--- src/rtl/uart_pkg.sv ---
// Shared types and frame constants for the UART transmitter.
// UART_TX_PARITY_EN adds the PARITY state and selects the 11-bit frame.
package uart_pkg;

  localparam int FRAME_BITS_PLAIN  = 10;
  localparam int FRAME_BITS_PARITY = 11;

`ifdef UART_TX_PARITY_EN
  localparam int FRAME_BITS = FRAME_BITS_PARITY;

  typedef enum logic [2:0] {
    IDLE   = 3'd0,
    START  = 3'd1,
    DATA   = 3'd2,
    PARITY = 3'd3,
    STOP   = 3'd4
  } tx_state_t;
`else
  localparam int FRAME_BITS = FRAME_BITS_PLAIN;

  typedef enum logic [2:0] {
    IDLE  = 3'd0,
    START = 3'd1,
    DATA  = 3'd2,
    STOP  = 3'd4
  } tx_state_t;
`endif

  function automatic int bit_interval(input int freq, input int baud);
    return freq / baud;
  endfunction

endpackage

--- src/rtl/uart_baud_gen.sv ---
// Bit-period counter: runs 0..BIT_INTERVAL-1 and pulses tick on the last count.
// clear restarts the period so a new frame always begins on a full bit.
module uart_baud_gen #(
  parameter int BIT_INTERVAL = 27
) (
  input  logic clk,
  input  logic reset,
  input  logic clear,
  output logic tick
);

  localparam int CW = (BIT_INTERVAL > 1) ? $clog2(BIT_INTERVAL) : 1;
  localparam logic [CW-1:0] LAST = CW'(BIT_INTERVAL - 1);

  logic [CW-1:0] cnt;

  always_ff @(posedge clk) begin
    if (reset || clear) begin
      cnt <= '0;
    end else if (cnt == LAST) begin
      cnt <= '0;
    end else begin
      cnt <= cnt + 1'b1;
    end
  end

  assign tick = (cnt == LAST);

endmodule

--- src/rtl/uart_tx.sv ---
// UART transmitter with a one-entry holding register, 8N1 framing.
// Define UART_TX_PARITY_EN to insert an even-parity bit (8E1 framing).
module uart_tx
  import uart_pkg::*;
#(
  parameter int W5Frequency = 6_250_000,
  parameter int baudRate    = 230400
) (
  input  logic       clk,
  input  logic       reset,
  input  logic [7:0] TxData,
  input  logic       TxStart,
  output logic       TxReady,
  output logic       TxD,
  output logic       busy,
  output logic       txDone,
  output tx_state_t  fsm_state
);

  localparam int bitInterval = bit_interval(W5Frequency, baudRate);

  // Handshake: TxStart is the valid, TxReady the ready; a byte transfers on
  // any cycle where both are high, TxData is only sampled then, and TxStart
  // with TxReady low is simply ignored (the held byte is never overwritten).

  tx_state_t  state, next_state;
  logic [2:0] bit_idx, next_idx;
  logic [7:0] hold_q, shift_q;
  logic       hold_full;
  logic       txd_q, txd_d;
  logic       load, tick, accept;

  assign accept = TxStart && !hold_full;

  uart_baud_gen #(
    .BIT_INTERVAL(bitInterval)
  ) u_baud (
    .clk  (clk),
    .reset(reset),
    .clear(load),
    .tick (tick)
  );

  always_comb begin
    next_state = state;
    next_idx   = bit_idx;
    load       = 1'b0;
    txd_d      = 1'b1;
    case (state)
      IDLE: begin
        if (hold_full) begin
          next_state = START;
          load       = 1'b1;
        end
      end
      START: begin
        if (tick) begin
          next_state = DATA;
          next_idx   = 3'd0;
        end
      end
      DATA: begin
        if (tick) begin
          if (bit_idx == 3'd7) begin
`ifdef UART_TX_PARITY_EN
            next_state = PARITY;
`else
            next_state = STOP;
`endif
            next_idx   = 3'd0;
          end else begin
            next_idx = bit_idx + 3'd1;
          end
        end
      end
`ifdef UART_TX_PARITY_EN
      PARITY: begin
        if (tick) next_state = STOP;
      end
`endif
      STOP: begin
        // A byte already waiting goes straight out with no idle gap.
        if (tick) begin
          if (hold_full) begin
            next_state = START;
            load       = 1'b1;
          end else begin
            next_state = IDLE;
          end
        end
      end
      default: next_state = IDLE;
    endcase

    // The line register follows the state being entered, so TxD and state stay aligned.
    case (next_state)
      START:   txd_d = 1'b0;
      DATA:    txd_d = shift_q[next_idx];
`ifdef UART_TX_PARITY_EN
      PARITY:  txd_d = ^shift_q;
`endif
      default: txd_d = 1'b1;
    endcase
  end

  always_ff @(posedge clk) begin
    if (reset) begin
      state     <= IDLE;
      bit_idx   <= 3'd0;
      hold_q    <= 8'd0;
      hold_full <= 1'b0;
      shift_q   <= 8'd0;
      txd_q     <= 1'b1;
    end else begin
      state   <= next_state;
      bit_idx <= next_idx;
      txd_q   <= txd_d;
      if (load) begin
        shift_q   <= hold_q;
        hold_full <= 1'b0;
      end
      if (accept) begin
        hold_q    <= TxData;
        hold_full <= 1'b1;
      end
    end
  end

  assign TxReady   = !hold_full;
  assign TxD       = txd_q;
  assign busy      = (state != IDLE);
  assign txDone    = (state == STOP) && tick;
  assign fsm_state = state;

endmodule

--- config.mk ---
export PLATFORM = sky130hd
export DESIGN_NAME = uart_tx
export DESIGN_NICKNAME = d
export VERILOG_FILES = /design/src/rtl/uart_pkg.sv /design/src/rtl/uart_baud_gen.sv /design/src/rtl/uart_tx.sv
export SDC_FILE = /design/constraint.sdc
export NUM_CORES = 1
export LEC_CHECK = 0
export CAP_MARGIN = 25
export CORE_MARGIN = 5
export CORE_UTILIZATION = 33
export DETAILED_ROUTE_END_ITERATION = 8
export GPL_TIMING_DRIVEN = 0
export PLACE_DENSITY = 0.49
export SETUP_SLACK_MARGIN = 0.3
export SLEW_MARGIN = 20
export SYNTH_ARGS = -nofsm -noshare
export SYNTH_HDL_FRONTEND = slang
export SYNTH_HIERARCHICAL = 1
export SYNTH_SLANG_ARGS = --single-unit
--- constraint.sdc ---
create_clock -name clk -period 3.4 [get_ports clk]
set_clock_uncertainty 0.1 [all_clocks]
set_input_delay 0.51 -clock clk [delete_from_list [all_inputs] [get_ports clk]]
set_output_delay 0.51 -clock clk [all_outputs]
set_load 0.01 [all_outputs]
* After elaboration in Yosys (flattened, before gate mapping)
Cells that the tools add are included.
** Operators by class
- Add/subtract/negate cells :: 2
- $lt $le $gt $ge :: 1
- Eq/ne operators :: 7
- Muxes and demuxes :: 19
- Reductions and logical operators :: 8
** Operators with widths (number)
- 3-bit 2-to-1 mux :: 8
- 3-bit case mux with 4 select lines :: 1
- 3-bit by 1-bit == test with 1-bit output (second input constant) :: 2
- 3-bit by 2-bit == test with 1-bit output (second input constant) :: 2
- 3-bit == test (second input constant) :: 2
- 1-bit 2-to-1 mux :: 6
- 3-bit case mux with 2 select lines :: 1
- 5-bit by 1-bit adder with 5-bit output (second input constant) :: 1
- 5-bit == test (second input constant) :: 1
- 3-bit by 4-bit < comparator with 1-bit output (second input constant) :: 1
- 1-bit case mux with 2 select lines :: 2
- 3-bit by 1-bit adder with 3-bit output (second input constant) :: 1
- 1-bit binary-select mux with 3-bit select :: 1
- 3-bit zero test :: 1
- 3-bit nonzero test :: 1
- 1-bit logical AND :: 2
- 2-bit nonzero test :: 1
- 2-bit OR reduction :: 1
- 1-bit zero test :: 1
- 1-bit logical OR :: 1
** Word-level totals
- Flip-flop bits (word level) :: 29
- Output and inout port bits :: 7
- Logic and storage cells :: 44

* Depth between registers and ports, before layout
Gate-level depths: netlist of run 1.
- Depth in word-level cells :: 7
- Gate-level depth with buffers :: 9
- Mapped depth without buffers :: 9

* Hierarchy
Netlist of run 1, hierarchy kept.
** Modules (own cells, without submodules)
- uart_tx :: times used 1, cells an instance 129, area each 1122.3 um2, sequential area each 480.5 um2
- uart_baud_gen :: times used 1, cells an instance 20, area each 205.2 um2, sequential area each 100.1 um2

* Worst setup path after synthesis of run 1
OpenSTA, ideal clock, no wires.
- Path type :: register to register
- Start point :: reg u_baud.cnt[0]
- End point :: reg txd_q, in the netlist TxD
- Setup time :: 73 ps
- Arrival time :: 2101 ps
- Data required time :: 3227 ps
- Slack :: 1126 ps
- Stages on the path, launching flop included :: 9
- Path buffers :: 0
- Period minus slack after synthesis :: 2274 ps
- Cells stage by stage :: dfxtp_1 -> inv_1 -> ha_1 -> and4b_1 -> or3b_1 -> o31ai_1 -> a21o_2 -> mux2_2 -> o211ai_2
** On the way
- Longest elaborated chain between the ends :: 6
** RTL lines
- start: declaration :: RTL line uart_baud_gen.sv:15 : logic [CW-1:0] cnt;
- start signal: assignment :: RTL line uart_baud_gen.sv:23 : cnt <= cnt + 1'b1;
- 5-bit == test (*) :: RTL line uart_baud_gen.sv:27 : assign tick = (cnt == LAST);
- via tick :: RTL line uart_tx.sv:31 : logic load, tick, accept;
- 3-bit 2-to-1 mux (on tied branches) :: RTL line uart_tx.sv:63, uart_tx.sv:57
- 3-bit case mux with 2 select lines :: RTL line uart_tx.sv:49 : case (state)
- 1-bit binary-select mux with 3-bit select :: RTL line uart_tx.sv:98 : DATA: txd_d = shift_q[next_idx];
- 1-bit 2-to-1 mux (not written as such) :: RTL line uart_tx.sv:98
- 1-bit case mux with 2 select lines (*) :: RTL line uart_tx.sv:96 : case (next_state)
- end signal: assignment :: RTL line uart_tx.sv:117 : txd_q <= txd_d;
- end: declaration :: RTL line uart_tx.sv:30 : logic txd_q, txd_d;
Mark *: on every way through the listed nets, which the timed path passes. The rest lies on a longest branch. The select of a mux whose other input is x is not followed.
A chain may end at the register's enable or synchronous reset.

* Worst setup path in the final report of run 1
Same ends and word-level chain as after synthesis.

==> results of run 1 <==
[report_power, final]
| group | total, mW | leakage (nW) | internal, mW | switching (mW) |
|---|---|---|---|---|
| sequential | 0.366 | 0.236 | 0.355 | 0.0106 |
| clock | 0.263 | 0.0450 | 0.141 | 0.122 |
| combinational | 0.0741 | 0.374 | 0.0386 | 0.0354 |
[state kept, by name (all words and copies together) (netlist names)]
| name | count |
|---|---|
| TxD | 1 |
| hold_q | 8 |
| u_baud/cnt | 5 |
| shift_q | 8 |
| fsm_state | 3 |
| hold_full | 1 |
| bit_idx | 3 |
[synthesized netlist by cell type (all sizes together)]
library cell | number | area, um2
dfxtp | 29 | 581
and3 | 2 | 13.8
nor2b | 4 | 32.5
clkbuf | 3 | 11.3
nor2 | 21 | 78.8
o31ai | 1 | 7.51
clkinv | 1 | 3.75
mux2 | 1 | 11.3
o211ai | 1 | 12.5
inv | 4 | 15.0
nand3 | 4 | 25.0
and4b | 1 | 10.0
ha | 4 | 50.1
a22oi | 1 | 7.51
a211oi | 3 | 35.0
xnor2 | 1 | 8.76
nor4 | 1 | 6.26
xor2 | 2 | 17.5
a21oi | 10 | 50.1
o21ai | 2 | 13.8
nor3 | 3 | 20.0
or3 | 2 | 18.8
buf | 2 | 10.0
o32a | 1 | 11.3
nand2 | 24 | 90.1
o221ai | 1 | 8.76
or3b | 1 | 8.76
or2b | 1 | 7.51
nand2b | 3 | 18.8
a21o | 2 | 17.5
or2 | 1 | 6.26
nand4b | 1 | 8.76
mux2i | 11 | 110
[through the flow]
| stage | total power, mW | utilization, % | setup WS (ps) | hold WS, ps |
|---|---|---|---|---|
| 4_1_cts | 0.716 | 41.7 | 789 | 362 |
| 3_3_place_gp | 0.447 | 39.6 | 881 | 345 |
| 3_5_place_dp | 0.449 | 39.6 | 812 | 348 |
| 2_1_floorplan | 0.416 | - | 1130 | 330 |
| 5_1_grt | 0.742 | 41.7 | 633 | 378 |
| 6_report | 0.703 | 41.7 | 788 | 358 |
[area by class of cell]
cell class | instances | share of cell area, %
multi-input combinational | 110 | 43.0
tap | 50 | 3.81
timing repair buffer | 17 | 10.4
sequential | 29 | 35.3
clock inverter | 2 | 0.609
inverter | 5 | 1.14
buffer | 5 | 1.29
clock buffer | 6 | 4.42
[kinds of logic after synthesis]
logic type	after synthesis	share of synthesized area, %
and+or+nand+nor	69	26.0
AOI/OAI and AO/OA	22	12.3
buffers and inverters	10	3.02
DFF	29	43.7
muxes	12	9.14
xor gates and xnor gates	3	1.98
adders and majority gates	4	3.77
[worst min-delay path by stage]
stage	start	endpoint	slack, ps	cells past startpoint
floorplan	u_baud/cnt[0]	u_baud/cnt[0]	330	1
finish	shift_q[6]	shift_q[6]	360	2
detailed placement	shift_q[2]	shift_q[2]	350	2
global placement	u_baud/cnt[0]	u_baud/cnt[0]	350	1
CTS	shift_q[1]	shift_q[1]	360	2
global route	shift_q[1]	shift_q[1]	380	2
[metal layers]
layer / up-vias / wire length (um) / GRT usage (%)
met2: 18 / 1200 / 17.3
met1: 482 / 1250 / 13.5
met4: 0 / 32 / 4.83
met3: 4 / 153 / 4.92
met5: - / 0 / 0
li1: 554 / - / -
[worst register-to-register path: cells and delay by family, from the launching register on]
kind / cells / cell delay [ps]
buffers and inverters: 1 / 60
adder cells (fa/ha/maj): 1 / 140
flip-flops: 1 / 330
AO/OA/AOI/OAI: 3 / 790
multiplexers: 1 / 340
AND/OR/NAND/NOR: 2 / 770
[placed cells by master (no fill, tap or decap), types with 3 or more instances in the layout]
cell type | synthesis | layout
ha_1 | 4 | 4
mux2i_1 | 11 | 11
clkdlybuf4s50_1 | 0 | 17
clkbuf_1 | 3 | 4
clkbuf_8 | 0 | 5
nand3_1 | 3 | 3
dfxtp_1 | 29 | 29
nor2b_1 | 3 | 3
a21oi_1 | 10 | 10
inv_1 | 4 | 4
nand2b_1 | 3 | 3
nor2_1 | 21 | 21
nand2_1 | 24 | 24
==> metrics.yaml, run 1 <==
cts:
  cts_setup_buffers: 0
  clkSinkCount: 29
  cts_tree: "done"
  clk_latency_ps: 270
  cts_htree_levels: 2
  cts_buffers: 5
  path_clk_slew_ps: 60
  ctsHoldBuffers: 0
  cts.repair.resized: 0
  ctsLongestPathBuffers: 2
  root_buffer: "clkbuf_8"
global_route:
  grt_pass1_wl_um: 4640
  grt_start_max_net_pins: 11
  grt_overflow: 0
  track_usage_pct: 11.2
  antenna_found_initial: 0
  grt_pass1_vias: 1091
die:
  die_w_um: 73.4
  ios: 18
  die_y_um: 73.4
  start_util_pct: 33.7
  num_rows: 23
  placeableCoreArea_um2: 3940
  dieArea_um2: 5390
worst_setup_path:
  r2r_end: "TxD"
  crit_path_start_kind: "register"
  max_stage_delay_ps: 450
  crit_family: "compound AO/OA/AOI/OAI gates"
  rrSetupSlack_ps: 790
  crit_path_top_delay_cell: "o31ai_1"
  reg2reg_from: "u_baud/cnt[0]"
  crit_path_end_kind: "register"
  setup.worst_path.start: "u_baud/cnt[0]"
  endpoint: "TxD"
  crit_chain: "inv_1 -> ha_1 -> and4b_1 -> or3b_1 -> o31ai_1 -> a21o_2 -> mux2_2 -> o211ai_2"
  ff2ff_path_depth: 8
  crit_buf_inv: 1
  cp.depth: 8
  worstSetupPathType: "register to register"
  required_ps: 3500
  cp.arrival_ps: 2710
  path_max_fanout: 7
sta:
  setup-tns-final_ps: 0
  period_share_pct: 76.8
  worst_slew_pin_slew_ps: 564
  max-slew-margin-rel_pct: 62.4
  finalHoldViolCount: 0
  report.final.slew_viol_count: 0
  max_freq_mhz: 383
  setup_viol: 0
  rsz0062_at_grt: "false"
  period_needed_ps: 2610
synth:
  syn_area_um2: 1330
  synthCells: 149
  yosysWarningCount: 6
  seq_area_frac_synth_pct: 43.7
  synth_cell_types: 40
  synthesis.nets: 164
  synth_area_per_cell_um2: 8.91
  ys_seq_elements: 29
place:
  hpwl_um: 2020
  dpl_cell_area_um2: 1560
  io_buffer_count: 17
  place.gp.congestion: 0.815
  post-place-cells: 216
routing:
  postRouteAntennaNets: 0
  dr.pass1.iters: 4
  wirelength_um: 2630
  drt_iter0_markers: 26
  wire_per_inst_um: 11.8
  viasPerCell: 4.72
  drc: 0
  vias: 1058
min_path:
  hp-class: "register to register"
power_and_ir_drop:
  p_leak_nw: 0.655
  power_density_nw_per_um2: 428
  ir_drop_uv: 205
finish:
  fin_cells: 224
  diodes: 0
  fill_cells: 386
  final_nets: 188
  seq_area_um2: 581
  multi_input_area_um2: 707
  syn2layout_area_growth_pct: 23.8
  final_cell_area_um2: 1640
  drive_above_1_share_pct: 13.2
job:
  max_cap_viol_count: 0
status:
  status: "complete, no violations"
Power figures use the tool's default switching activity.
==> inputs of run 2 (changes only) <==
Clock period 3.4 ns to 2.6 ns, I/O delays scaled along.
==> metrics.yaml, run 2 (synthesis gave the netlist of run 1 again) <==
status:
  status: "complete, no violations"
routing:
  dr.pass1.iters: 4
  wire_per_inst_um: 11.9
  drc: 0
  viasPerCell: 4.74
  postRouteAntennaNets: 0
  wirelength_um: 2730
  vias: 1086
  drt_iter0_markers: 37
sta:
  report.final.slew_viol_count: 0
  max-slew-margin-rel_pct: 62.4
  setup_viol: 0
  max_freq_mhz: 433
  finalHoldViolCount: 0
  timing.hold.ws_ps: 319
  setup-tns-final_ps: 0
  period_needed_ps: 2310
  worst_slew_pin_slew_ps: 563
  period_share_pct: 88.9
  rsz0062_at_grt: "true"
min_path:
  hp-class: "register to register"
cts:
  cts_tree: "done"
  cts_htree_levels: 2
  root_buffer: "clkbuf_8"
  ctsLongestPathBuffers: 2
  cts_buffers: 5
  path_clk_slew_ps: 60
  clkSinkCount: 29
  ctsHoldBuffers: 0
  clk_latency_ps: 270
place:
  hpwl_um: 2020
  io_buffer_count: 17
  dpl_cell_area_um2: 1560
  place.gp.congestion: 0.815
die:
  dieArea_um2: 5390
  num_rows: 23
  ios: 18
  start_util_pct: 33.7
  die_y_um: 73.4
  die_w_um: 73.4
  placeableCoreArea_um2: 3940
worst_setup_path:
  r2r_end: "TxD"
  crit_family: "simple AND/OR/NAND/NOR gates"
  crit_path_end_kind: "register"
  ff2ff_path_depth: 8
  max_stage_delay_ps: 440
  required_ps: 2700
  worstSetupPathType: "register to register"
  reg2reg_from: "u_baud/cnt[0]"
  setup.worst_path.start: "u_baud/cnt[0]"
  endpoint: "TxD"
  path_max_fanout: 6
  crit_chain: "inv_2 -> ha_4 -> and4b_2 -> or3b_4 -> o31ai_4 -> a21o_2 -> mux2_4 -> o211ai_2"
  cp.depth: 8
  rrSetupSlack_ps: 290
  crit_path_start_kind: "register"
  cp.arrival_ps: 2410
  crit_buf_inv: 1
  crit_path_top_delay_cell: "or3b_4"
global_route:
  grt_pass1_wl_um: 4720
  grt_overflow: 0
  grt_start_max_net_pins: 11
  grt_pass1_vias: 1110
  track_usage_pct: 11.4
  antenna_found_initial: 0
power_and_ir_drop:
  power_mw: 0.929
  power_density_nw_per_um2: 535
  ir_drop_uv: 268
  p_leak_nw: 0.715
finish:
  reg_top3: "hold_q: 8 flops, shift_q: 8 flops, u_baud/cnt: 5 flops"
  diodes: 0
  fill_cells: 384
  final_cell_area_um2: 1740
  syn2layout_area_growth_pct: 30.8
  final_nets: 193
  layout_commonest_cell: "dfxtp_1"
  final_cell_mix: "26 x dfxtp_1, 24 x nand2_1, 21 x nor2_1"
  drive_above_1_share_pct: 21.2
  multi_input_area_um2: 753
  seq_area_um2: 587
job:
  max_cap_viol_count: 0
-- run 2: cell types whose count changed in the layout (fill, tap and decap cells not counted), sizes merged --
cell           change
clkdlybuf4s50      -1
dlymetal6s2s       +1
buf                +5
-- run 2: how the worst min path moves through the flow --
stage / from / endpoint / slack, ps / cells after the start
final: u_baud/cnt[0] / u_baud/cnt[0] / 320 / 1
after CTS: u_baud/cnt[0] / u_baud/cnt[0] / 330 / 1
after floorplan: u_baud/cnt[0] / u_baud/cnt[0] / 330 / 1
after detailed placement: shift_q[2] / shift_q[2] / 350 / 2
after global routing: u_baud/cnt[0] / u_baud/cnt[0] / 330 / 1
after global placement: u_baud/cnt[0] / u_baud/cnt[0] / 350 / 1
-- run 2: power breakdown --
group          total, mW  leakage, nW  internal (mW)  switching, mW
sequential         0.480        0.238          0.466         0.0146
combinational      0.103        0.432         0.0543         0.0490
clock              0.345       0.0450          0.185          0.161
total              0.929        0.715          0.705          0.224
-- run 2: layout make-up --
type,count,share of cell area (%)
Multi-Input combinational cell,110,43.4
Sequential cell,29,33.8
Timing Repair Buffer,22,12.1
Clock buffer,6,4.18
Tap cell,50,3.60
Buffer,5,1.22
Inverter,5,1.15
Clock inverter,2,0.576
-- run 2: timing repair --
item                       4_1_cts  5_1_grt
gates cloned                     0        0
setup buffers                    2        3
hold endpoints to repair         0        0
setup endpoints to repair        7        7
gates resized for setup          7        9
pin swaps                        0        4
-- run 2: metal layers --
layer | GRT usage (%) | part of all wire (%)
met1 | 13.8 | 46
met5 | 0 | 0
met3 | 4.79 | 5.6
met2 | 17.6 | 47
met4 | 5.03 | 1.2
-- run 2: metrics by stage --
stage | cells | setup WS, ps | utilization, %
6_report | 229 | 288 | 44.0
4_1_cts | 226 | 229 | 42.7
5_1_grt | 229 | 231 | 44.0
3_3_place_gp | 216 | 80.7 | 39.6
3_5_place_dp | 216 | 11.7 | 39.6
2_1_floorplan | 149 | 326 | -
